[src/rtl/sha256_job_arbiter.sv]
// sha256_job_arbiter: round-robin scheduler sharing one simplified_sha256 core
// between N_REQ requesters, with a watchdog abort and a core reset after every job.
module sha256_job_arbiter #(
    parameter int N_REQ   = 4,
    parameter int TIMEOUT = 1024,
    localparam int OW     = $clog2(N_REQ)
) (
    input  logic                 clk,
    input  logic                 reset_n,
    input  logic [N_REQ-1:0]     req,
    input  logic [16*N_REQ-1:0]  msg_addr_i,
    input  logic [16*N_REQ-1:0]  out_addr_i,
    output logic [N_REQ-1:0]     grant,
    output logic [N_REQ-1:0]     ack,
    output logic [N_REQ-1:0]     err,
    output logic                 busy,
    output logic [OW-1:0]        owner,
    output logic                 core_rst_n,
    output logic                 core_start,
    output logic [15:0]          core_message_addr,
    output logic [15:0]          core_output_addr,
    input  logic                 core_done
);
    typedef enum logic [2:0] {IDLE, LAUNCH, WAIT, COMPLETE, ABORT} state_t;

    state_t           state, state_nxt;
    logic [OW-1:0]    rr_ptr, rr_nxt, owner_nxt, win, cand;
    logic [OW:0]      sum;
    logic [N_REQ-1:0] grant_nxt, ack_nxt, err_nxt;
    logic [15:0]      cnt, cnt_nxt, maddr_nxt, oaddr_nxt;
    logic             start_nxt, found;

    always_comb begin
        found = 1'b0;
        win   = '0;
        sum   = '0;
        cand  = '0;
        // Scan from farthest to nearest so the first set bit after rr_ptr survives.
        for (int k = N_REQ; k >= 1; k--) begin
            sum  = {1'b0, rr_ptr} + (OW+1)'(k);
            cand = (sum >= (OW+1)'(N_REQ)) ? OW'(sum - (OW+1)'(N_REQ)) : OW'(sum);
            if (req[cand]) begin
                found = 1'b1;
                win   = cand;
            end
        end
        state_nxt = state;
        rr_nxt    = rr_ptr;
        owner_nxt = owner;
        grant_nxt = grant;
        ack_nxt   = '0;
        err_nxt   = '0;
        start_nxt = 1'b0;
        cnt_nxt   = cnt;
        maddr_nxt = core_message_addr;
        oaddr_nxt = core_output_addr;
        case (state)
            IDLE: if (found) begin
                state_nxt = LAUNCH;
                rr_nxt    = win;
                owner_nxt = win;
                grant_nxt = N_REQ'(1) << win;
                start_nxt = 1'b1;
                maddr_nxt = msg_addr_i[{win, 4'b0000} +: 16];
                oaddr_nxt = out_addr_i[{win, 4'b0000} +: 16];
            end
            LAUNCH: begin
                cnt_nxt   = '0;
                state_nxt = WAIT;
            end
            WAIT: begin
                cnt_nxt = (cnt == 16'hffff) ? cnt : cnt + 16'd1;
                if (core_done) begin
                    state_nxt = COMPLETE;
                    ack_nxt   = grant;
                end else if (cnt == 16'(TIMEOUT-1)) begin
                    state_nxt = ABORT;
                    err_nxt   = grant;
                end
            end
            default: begin
                state_nxt = IDLE;
                grant_nxt = '0;
            end
        endcase
    end

    always_ff @(posedge clk or negedge reset_n) begin
        if (!reset_n) begin
            state             <= IDLE;
            rr_ptr            <= OW'(N_REQ-1);
            owner             <= '0;
            grant             <= '0;
            ack               <= '0;
            err               <= '0;
            busy              <= 1'b0;
            core_rst_n        <= 1'b0;
            core_start        <= 1'b0;
            cnt               <= '0;
            core_message_addr <= '0;
            core_output_addr  <= '0;
        end else begin
            state             <= state_nxt;
            rr_ptr            <= rr_nxt;
            owner             <= owner_nxt;
            grant             <= grant_nxt;
            ack               <= ack_nxt;
            err               <= err_nxt;
            busy              <= state_nxt != IDLE;
            core_rst_n        <= state_nxt != COMPLETE && state_nxt != ABORT;
            core_start        <= start_nxt;
            cnt               <= cnt_nxt;
            core_message_addr <= maddr_nxt;
            core_output_addr  <= oaddr_nxt;
        end
    end
endmodule

[config.mk]
export PLATFORM = sky130hd
export DESIGN_NAME = sha256_job_arbiter
export DESIGN_NICKNAME = d
export VERILOG_FILES = /design/src/rtl/sha256_job_arbiter.sv
export SDC_FILE = /design/constraint.sdc
export NUM_CORES = 1
export LEC_CHECK = 0
export BUFFER_PORTS_ARGS = -buffer_cell sky130_fd_sc_hd__buf_2
export CAP_MARGIN = 20
export CORE_AREA = 2 2 100 102
export DETAILED_ROUTE_END_ITERATION = 10
export DIE_AREA = 0 0 102 104
export PLACE_DENSITY = 0.88
export REMOVE_ABC_BUFFERS = 1
export SLEW_MARGIN = 20
export SYNTH_ARGS = -nofsm -noshare
export SYNTH_HDL_FRONTEND = slang
export SYNTH_SLANG_ARGS = --single-unit
[constraint.sdc]
create_clock -name clk -period 2.1 [get_ports clk]
set_clock_uncertainty 0.1 [all_clocks]
set_input_delay 0.315 -clock clk [delete_from_list [all_inputs] [get_ports clk]]
set_output_delay 0.315 -clock clk [all_outputs]
set_load 0.1 [all_outputs]
==> results of run 1 <==
worst paths after layout:
path	cells after the start	endpoint	from
setup / recovery	6	core_output_addr[10]	rr_ptr[1]
hold / removal	2	core_rst_n	core_done
setup reg to reg	6	core_output_addr[10]	rr_ptr[1]
hold reg to reg	1	owner[1]	owner[1]
max in group asynchronous	3	core_output_addr[6]	reset_n
min in group asynchronous	2	ack[0]	reset_n
per-layer routing:
metal	up-vias	GRT usage (%)
li1	1866	-
met1	1957	28.30
met2	224	40.79
met3	29	4.973
met4	0	8.571
met5	-	0
area by class of cell:
type                            instances  area (um2)
Clock buffer                           10       137.6
Timing Repair Buffer                  219        1319
Tap cell                              133       166.4
Antenna cell                            1       2.502
Sequential cell                        70        1754
Multi-Input combinational cell        290        2161
Inverter                                2       7.507
Fill cell                             870        3955
Clock inverter                          6       46.29
cells by family (layout without fill, tap and decap cells):
family                   count (synthesis)  count (layout)  synth area share, %
AO/OA/AOI/OAI                          121             121                21.30
XOR/XNOR                                11              11                2.419
adder cells (fa/ha/maj)                  1               1               0.3141
buffers and inverters                   29             237                4.398
flip-flops                              70              70                44.05
multiplexers                            36              36                11.62
other                                    0               1                    0
AND/OR/NAND/NOR                        121             121                15.90
per-stage QoR:
stage / cell area [um2] / worst slack, ns
2_1_floorplan: 3815 / -0.7732
4_1_cts: 5433 / -0.07218
5_1_grt: 5592 / -0.1453
3_5_place_dp: 5209 / -0.1002
6_report: 5594 / -0.09720
3_3_place_gp: 5209 / -0.03084
timing repair:
action / in CTS / in global routing
cloned: 0 / 2
endpoints found under the hold margin: 20 / 0
pin swaps: 4 / 28
setup buffers: 0 / 5
endpoints found under the setup margin: 37 / 45
resized for setup: 8 / 16
hold buffers: 1 / 0
Yosys cell counts (all sizes together) (2+ instances only):
cell type,n,area (um2)
buf,10,103.9
and3,15,93.84
a22o,2,17.52
mux2i,11,113.9
a21o,3,23.77
mux2,25,349.1
nand4,3,18.77
o2111ai,2,17.52
nor2b,4,32.53
inv,2,7.510
dfrtp,68,1702
and2,4,25.02
xor2,2,17.52
a21oi,34,170.2
nand2b,3,18.77
nor2,27,117.6
a221o,25,250.2
nand2,18,67.56
xnor2,9,78.83
nor3,7,35.03
nand3,31,155.2
clkbuf,17,63.81
o21ai,30,150.1
a211oi,16,120.1
dfstp,2,52.55
nor4,4,25.02
flip-flops by register name, indices dropped and copies added, names as in the netlist:
name and flops:
core_output_addr 16, state 3, core_start 1, owner 2, core_message_addr 16, rr_ptr 2
busy 1, cnt 16, core_rst_n 1, grant 4, err 4, ack 4
power by group through the flow:
stage                     logic, uW  clock network, uW  registers [uW]
after floorplan                1710                  0            4800
after global placement         5790                  0            2150
after detailed placement       5940                  0            2150
after CTS                      5970               1040            2150
after global routing           6450               1090            2210
final                          6180               1020            2160
worst max-delay path, stage by stage (launching register included):
cell	delay, ns
dfstp_2	0.60
mux2i_4	0.28
o2bb2ai_4	0.11
nor2_8	0.20
clkbuf_16	0.20
mux2_4	0.30
a221o_1	0.29
==> summary.md, run 1 <==
| Metric | Value |
|---|---|
| Synth cell types | 49 |
| Clk pin slew, worst setup/hold paths | 0.08 ns |
| Switching Share | 56.61% |
| Setup slack, reg-to-reg | -0.1 ns |
| Via count | 4076 |
| Sequential fraction of the synthesis area | 44.05% |
| Initial antenna violation count | 1 |
| CP required | 2.23 ns |
| CTS tree | yes |
| Total power | 9363 uW |
| H-tree depth | 3 |
| Placed cells | 707 |
| Gpl congestion | 0.8696 |
| Initial Util | 41.71% |
| Leakage dissipation | 0.002778 uW |
| Cell Pwr Density | 1674 nW/um2 |
| # DRC | 0 |
| Tmin final | 2.197 ns |
| Slew headroom | 61.22% |
| WL met3 | 954 um |
| Num CTS Buffers | 9 |
| Detailed placer's ending HPWL | 9.373 mm |
| Core Area | 9549 um2 |
| Io pins | 184 |
| Final Hold Violating Endpoints | 0 |
| Crit end category | flop |
| Vias in the first global route | 4077 |
| Root Driver | clkbuf_8 |
| Logic pwr share | 66.0% |
| Most frequent cells in the layout | 183 x buf_2, 68 x dfrtp_1, 34 x a21oi_1 |
| Clk sinks | 70 |
| NumNets Final | 728 |
| Post-synth EDFFs | 0 |
| Cell row count | 36 |
| Commonest non-fill, non-tap cell in the layout | buf_2 |
| Ys Warns | 0 |
| Die Ht | 104 um |
| Worst setup SP type | flop |
| Slew Viols, Final | 0 |
| Post-synth top flop | dfrtp_1 |
| Final setup violation count | 28 |
| Share of power burned in registers | 23.1% |
| Layout Cells excl Fill | 731 |
| Routed len/inst | 17.51 um |
| Status | complete, but fails checks |
| Syn-to-layout area delta | 40.47% |
| Mean Syn Cell Area | 10.24 um2 |
| Total track usage | 23.52% |
| Period utilization | 104.6% |
| Hold Path Class | input pin to flop |
| Worst Setup Slack, final | -0.09720 ns |
| Asr flop ratio synth | 100.0% |
| RSZ-0062 raised after global routing | true |
| Peak supply drop | 1.209 mV |
| Largest net degree at the start of global routing | 30 |
| Die X-Extent | 102 um |
| Clock network power share | 10.9% |
| Final ANT Viol Nets | 0 |
| Max Clk Rate | 0.4551 GHz |
| Post-layout util | 58.58% |
| CP max FO | 6 |
| Setup TNS | -1.707 ns |
| Global-route wire length before repair | 19.75 mm |
| Data arrival time of the critical path | 2.33 ns |
| Tightest hold margin | 0.1219 ns |
| 1st-iter DRT viols | 251 |
| Setup CP Type | flop to flop |
| Worst-Margin Slew | 0.5817 ns |
| Max-Cap Viols | 0 |
| Switch Pwr | 5301 uW |
| Post-Syn Instances | 389 |
| Detailed Route WL | 12.80 mm |
| GR Overflow Total | 0 |
| Synthesized area | 3983 um2 |
| Vias per std cell | 5.576 |
| Failing checks | negative setup slack |
| Flops & latches, synth | 70 |
| Worst skew pair latency | 0.35 ns |
| WL met1 | 4.897 mm |
| Port Buffers | 183 |
| Max clock buf depth | 2 |
| Internal | 4062 uW |
| Share of cells above drive strength 1 | 47.57% |
| First drt pass iteration count | 4 |
| Max layer used | met4 |
| Die ar. | 10610 um2 |
| WL met2 | 6.647 mm |
Power figures use the tool's default switching activity.
==> run 2, diff against run 1 <==
--- a/config.mk
+++ b/config.mk
@@ -7,10 +7,11 @@
 export LEC_CHECK = 0
 export BUFFER_PORTS_ARGS = -buffer_cell sky130_fd_sc_hd__buf_2
 export CAP_MARGIN = 20
-export CORE_AREA = 2 2 100 102
+export CORE_AREA = 2 2 99 101
+export CTS_BUF_LIST = sky130_fd_sc_hd__clkbuf_2
 export DETAILED_ROUTE_END_ITERATION = 10
-export DIE_AREA = 0 0 102 104
-export PLACE_DENSITY = 0.88
+export DIE_AREA = 0 0 101 103
+export PLACE_DENSITY = 0.89
 export REMOVE_ABC_BUFFERS = 1
 export SLEW_MARGIN = 20
 export SYNTH_ARGS = -nofsm -noshare
==> run 2 against run 1 <==
  * The flow still finishes with violations (negative setup slack)
  * Total power is 2.0% lower
  * Critical path depth stayed put
  * Cell area is 1.5% higher
  * Global-route usage is 0.87 points higher
  * Sequential share of layout area is 0.45 points lower
  * Flip-flop and latch count stayed put
  * Highest routed layer unchanged
==> summary.md, run 2 (same netlist as run 1, synthesis figures left out) <==
| Metric | Value |
|---|---|
| Worst-Margin Slew | 0.5653 ns |
| Commonest non-fill, non-tap cell in the layout | buf_2 |
| CP max-delay cell | dfstp_2 |
| Detailed Route WL | 13.08 mm |
| First drt pass iteration count | 4 |
| R2R Path End | core_output_addr[2] |
| Hold Path Class | input pin to flop |
| Die Ht | 103 um |
| Tmin final | 2.189 ns |
| Total track usage | 24.39% |
| Clk sinks | 70 |
| Placed cells | 689 |
| Busiest grt layer | met2 |
| Status | complete, but fails checks |
| Setup CP Type | flop to flop |
| Gpl congestion | 0.9235 |
| Slew headroom | 62.22% |
| Layout Cells excl Fill | 731 |
| Cell Pwr Density | 1617 nW/um2 |
| Worst Setup Slack, final | -0.08869 ns |
| Critical Path, Cell by Cell | mux2i_4 -> o2bb2ai_4 -> nor2_8 -> buf_12 -> mux2_4 -> a221o_1 |
| M2 GR Usage | 42.87% |
| Routed len/inst | 17.89 um |
| RSZ-0062 raised after global routing | true |
| Vias in the first global route | 4122 |
| Crit end category | flop |
| Root Driver | clkbuf_2 |
| Initial Util | 42.10% |
| Launch point of the worst reg-to-reg path | rr_ptr[1] |
| Die X-Extent | 101 um |
| GR Overflow Total | 0 |
| Min-delay src | msg_addr_i[37] |
| Core Area | 9459 um2 |
| Die ar. | 10400 um2 |
| Vias per std cell | 5.773 |
| Fillers | 783 |
| Final setup violation count | 25 |
| Largest net degree at the start of global routing | 31 |
| Clk pin slew, worst setup/hold paths | 0.22 ns |
| Setup slack, reg-to-reg | -0.09 ns |
| NumNets Final | 748 |
| Worst skew pair latency | 0.53 ns |
| Port Buffers | 183 |
| # DRC | 0 |
| Io pins | 184 |
| Setup TNS | -1.446 ns |
| Detailed placer's ending HPWL | 9.299 mm |
| CP max FO | 13 |
| Max Clk Rate | 0.4569 GHz |
| Final Hold Violating Endpoints | 0 |
| Global-route wire length before repair | 19.86 mm |
| Grt met3 use | 4.475% |
| H-tree depth | 3 |
| Peak supply drop | 0.9150 mV |
| CP max stage delay | 0.64 ns |
| 1st-iter DRT viols | 200 |
| Failing checks | negative setup slack |
| Syn-to-layout area delta | 42.51% |
| Hold path cells | 3 |
| Worst Hold End | core_message_addr[5] |
| Met1 usage | 29.08% |
| CP required | 2.42 ns |
| Share of cells above drive strength 1 | 47.49% |
| Top Registers | cnt (16), core_message_addr (16), core_output_addr (16) |
| Data arrival time of the critical path | 2.50 ns |
| Final ANT Viol Nets | 0 |
| Worst R2R Path Depth | 6 |
| Cell row count | 36 |
| Initial antenna violation count | 0 |
| Slew Viols, Final | 0 |
| Worst setup SP type | flop |
| Post-layout util | 60.00% |
| Period utilization | 104.2% |
| Max clock buf depth | 2 |
| Diodes inserted | 0 |
| Max-Cap Viols | 0 |
| Via count | 4220 |
| Most frequent cells in the layout | 183 x buf_2, 68 x dfrtp_1, 33 x a21oi_1 |
| Num CTS Buffers | 9 |
| Leakage dissipation | 0.002822 uW |
| CTS tree | yes |
| Setup slack at placement | -0.1123 ns |
| Total power | 9176 uW |
==> run 2: cell types whose count changed in the layout (fill, tap and decap cells not counted), sizes merged <==
cell / previous run / this run
dlygate4sd3: 1 / 20
clkbuf: 12 / 9
buf: 216 / 218
clkinv: 3 / 1
inv: 3 / 5
bufinv: 0 / 1
diode: 1 / 0
nor2: 27 / 28
==> run 2: what timing repair did <==
item	in CTS	in global routing
gates resized for setup	8	28
gates cloned	1	0
setup endpoints to repair	36	44
hold buffers	20	0
buffers inserted	3	2
pin swaps	0	9
endpoints found under the hold margin	83	0
==> run 2: layout make-up <==
type | count | area, um2 | area share, %
Clock buffer | 9 | 45.04 | 0.7937
Inverter | 2 | 7.507 | 0.1323
Sequential cell | 70 | 1754 | 30.91
Timing Repair Buffer | 238 | 1435 | 25.29
Multi-Input combinational cell | 291 | 2211 | 38.96
Clock inverter | 7 | 80.08 | 1.411
Tap cell | 114 | 142.6 | 2.513
==> run 2: stage by stage <==
step	cell area, um2	hold slack (ns)
CTS	5547	0.0006782
floorplan	3815	-0.08059
detailed placement	5147	0.09033
global placement	5147	0.08196
finish	5675	0.02461
global route	5675	0.01507
==> run 2: critical path: cells and delay by family (launching register included) <==
family          cells  cell delay [ns]
flops               1             0.64
compound gates      2             0.44
buf+inv             1             0.17
mux                 2             0.60
simple gates        1             0.12
==> run 2: worst max-delay path by stage <==
stage | from | to | cells past startpoint
after floorplan | rr_ptr[1] | core_message_addr[0] | 5
after global placement | rr_ptr[1] | core_message_addr[12] | 6
after detailed placement | rr_ptr[1] | core_message_addr[13] | 6
after CTS | rr_ptr[1] | core_message_addr[10] | 6
after global routing | rr_ptr[1] | core_message_addr[10] | 6
final | rr_ptr[1] | core_output_addr[2] | 6
==> run 2: per-layer routing <==
layer / wire (um) / vias up
met1: 5043 / 2050
met5: 0 / -
met2: 6702 / 208
li1: - / 1912
met3: 888 / 50
met4: 444 / 0
==> run 2: report_power, final <==
group	switching [uW]	total, uW	internal (uW)
logic	4460	6180	1730
clock network	558	847	289
registers	331	2150	1820
total	5340	9180	3830
==> run 3, diff against run 2 <==
==> config.mk (replaced) <==
export PLATFORM = sky130hd
export DESIGN_NAME = sha256_job_arbiter
export DESIGN_NICKNAME = d
export VERILOG_FILES = /design/src/rtl/sha256_job_arbiter.sv
export SDC_FILE = /design/constraint.sdc
export NUM_CORES = 1
export LEC_CHECK = 0
export CAP_MARGIN = 20
export CORE_AREA = 2 2 86 88
export CTS_BUF_LIST = sky130_fd_sc_hd__clkbuf_2
export DETAILED_ROUTE_END_ITERATION = 10
export DIE_AREA = 0 0 88 90
export DONT_BUFFER_PORTS = 1
export PLACE_DENSITY = 0.87
export REMOVE_ABC_BUFFERS = 1
export SYNTH_ARGS = -nofsm -noshare
export SYNTH_HDL_FRONTEND = slang
export SYNTH_SLANG_ARGS = --single-unit
==> run 3 against run 2 <==
  * The flow still finishes with violations (negative setup slack)
  * Final cell count down 13%
  * Count of clock-buffer cells in the layout unchanged
  * Sequential power up 83%
==> summary.md, run 3 (same netlist as run 1, synthesis figures left out) <==
| Metric | Value |
|---|---|
| Worst setup SP type | flop |
| Largest net degree at the start of global routing | 71 |
| Vias per std cell | 7.418 |
| Syn-to-layout area delta | 49.80% |
| Detailed Route WL | 19.65 mm |
| Initial Util | 56.73% |
| Data arrival time of the critical path | 2.93 ns |
| 1st-iter DRT viols | 717 |
| Commonest non-fill, non-tap cell in the layout | dlygate4sd3_1 |
| Launch point of the worst reg-to-reg path | rr_ptr[1] |
| Layout Cells excl Fill | 639 |
| Die ar. | 7920 um2 |
| Slew headroom | 31.16% |
| Placed cells | 510 |
| Root Driver | clkbuf_2 |
| CTS tree | yes |
| Hold Path Class | input pin to flop |
| # DRC | 0 |
| Detailed placer's ending HPWL | 7.681 mm |
| Cell Pwr Density | 1686 nW/um2 |
| Final Hold Violating Endpoints | 0 |
| Clk pin slew, worst setup/hold paths | 0.25 ns |
| Most frequent cells in the layout | 104 x dlygate4sd3_1, 68 x dfrtp_1, 43 x buf_4 |
| Share of cells above drive strength 1 | 26.72% |
| First drt pass iteration count | 6 |
| Max-Cap Viols | 0 |
| Max clock buf depth | 2 |
| Crit end category | flop |
| Crit path launch | rr_ptr[1] |
| Global-route wire length before repair | 24.42 mm |
| Failing checks | negative setup slack |
| Initial antenna violation count | 1 |
| Setup CP Type | flop to flop |
| Via count | 4740 |
| Leakage dissipation | 0.002585 uW |
| GR Overflow Total | 0 |
| Busiest grt layer | met2 |
| Fillers | 306 |
| Placed instance area | 4388 um2 |
| CP max stage delay | 0.69 ns |
| Final setup violation count | 45 |
| Cell row count | 31 |
| Post-route cell area | 5966 um2 |
| Peak supply drop | 1.726 mV |
| Clk sinks | 70 |
| Setup slack at placement | -0.1216 ns |
| Final ANT Viol Nets | 0 |
| Critical Path, Cell by Cell | mux2i_4 -> o2bb2ai_4 -> buf_4 -> o21ai_0 -> a21oi_2 -> a221o_1 |
| Slew Viols, Final | 0 |
| Vias in the first global route | 4511 |
| CP max FO | 25 |
| CP required | 2.45 ns |
| Port Buffers | 0 |
| Met1 usage | 46.41% |
| H-tree depth | 3 |
| Gpl congestion | 0.8798 |
| Num CTS Buffers | 9 |
| Die X-Extent | 88 um |
| Tmin final | 2.581 ns |
| Status | complete, but fails checks |
| Worst-Margin Slew | 1.033 ns |
| M2 GR Usage | 65.03% |
| Max Clk Rate | 0.3874 GHz |
| Routed len/inst | 30.76 um |
| Total track usage | 40.42% |
| Setup TNS | -13.37 ns |
| Worst Setup Slack, final | -0.4815 ns |
| Period utilization | 122.9% |
| Grt met3 use | 11.75% |
| Min-delay src | msg_addr_i[6] |
| CP max-delay cell | dfstp_2 |
| Core Area | 7020 um2 |
| Die Ht | 90 um |
| Io pins | 184 |
| Top Registers | cnt (16), core_message_addr (16), core_output_addr (16) |
| NumNets Final | 670 |
| RSZ-0062 raised after global routing | true |
| Worst skew pair latency | 0.55 ns |
-- run 3: cell count changes in the layout (fill, tap and decap cells not counted), sizes merged --
cell,delta
diode,+1
clkinvlp,-1
inv,-2
clkinv,+3
nor2,-1
dlygate4sd3,+84
buf,-161
-- run 3: report_power, final --
group	internal (uW)	total, uW	switching (uW)
registers	1770	3930	2160
logic	1920	5270	3350
clock network	277	860	582
-- run 3: worst max-delay path: cells and delay by family, from the launching register on --
kind                   cells  cell delay (ns)
multiplexers               1             0.43
AO/OA/AOI/OAI              4             1.00
buffers and inverters      1             0.25
flip-flops                 1             0.69
-- run 3: final timing paths --
kind | end | slack, ns | depth (start not counted)
setup / recovery | core_message_addr[8] | -0.48 | 6
max in group asynchronous | cnt[14] | 1.42 | 2
hold reg to reg | err[1] | 0.46 | 1
hold / removal | core_message_addr[6] | 0.01 | 3
min in group asynchronous | core_message_addr[10] | 0.16 | 2
setup reg to reg | core_message_addr[8] | -0.48 | 6
-- run 3: metrics by stage --
| step | util [%] | hold slack [ns] | power, uW |
|---|---|---|---|
| after floorplan | - | -0.08059 | 6513 |
| after global placement | 62.50 | -0.07834 | 7583 |
| after detailed placement | 62.50 | -0.07845 | 7708 |
| after CTS | 80.65 | 0.004443 | 8822 |
| after global routing | 84.98 | 0.004741 | 10180 |
| final | 84.98 | 0.01406 | 10060 |
-- run 3: per-layer routing --
metal | vias up | wire [um]
met4 | 0 | 2290
met1 | 2151 | 6020
met2 | 612 | 8589
met5 | - | 0
met3 | 230 | 2753
li1 | 1747 | -
-- run 3: final cells by class --
class                   instances  area (um2)  area share, %
inverters                       2       7.507         0.1258
diodes                          1       2.502        0.04195
clock inverters                 7       72.57          1.216
clock buffers                   9       45.04         0.7550
well taps                      99       123.9          2.076
flip-flops and latches         70        1754          29.40
repair buffers                161        1624          27.22
multi-input cells             290        2336          39.16
-- run 3: timing repair --
| action | 4_1_cts | 5_1_grt |
|---|---|---|
| pin swaps | 1 | 11 |
| resized for setup | 9 | 53 |
| hold buffers | 105 | 0 |
| gates cloned | 1 | 0 |
| setup endpoints to repair | 32 | 50 |
| hold endpoints to repair | 111 | 0 |
| setup buffers | 1 | 5 |
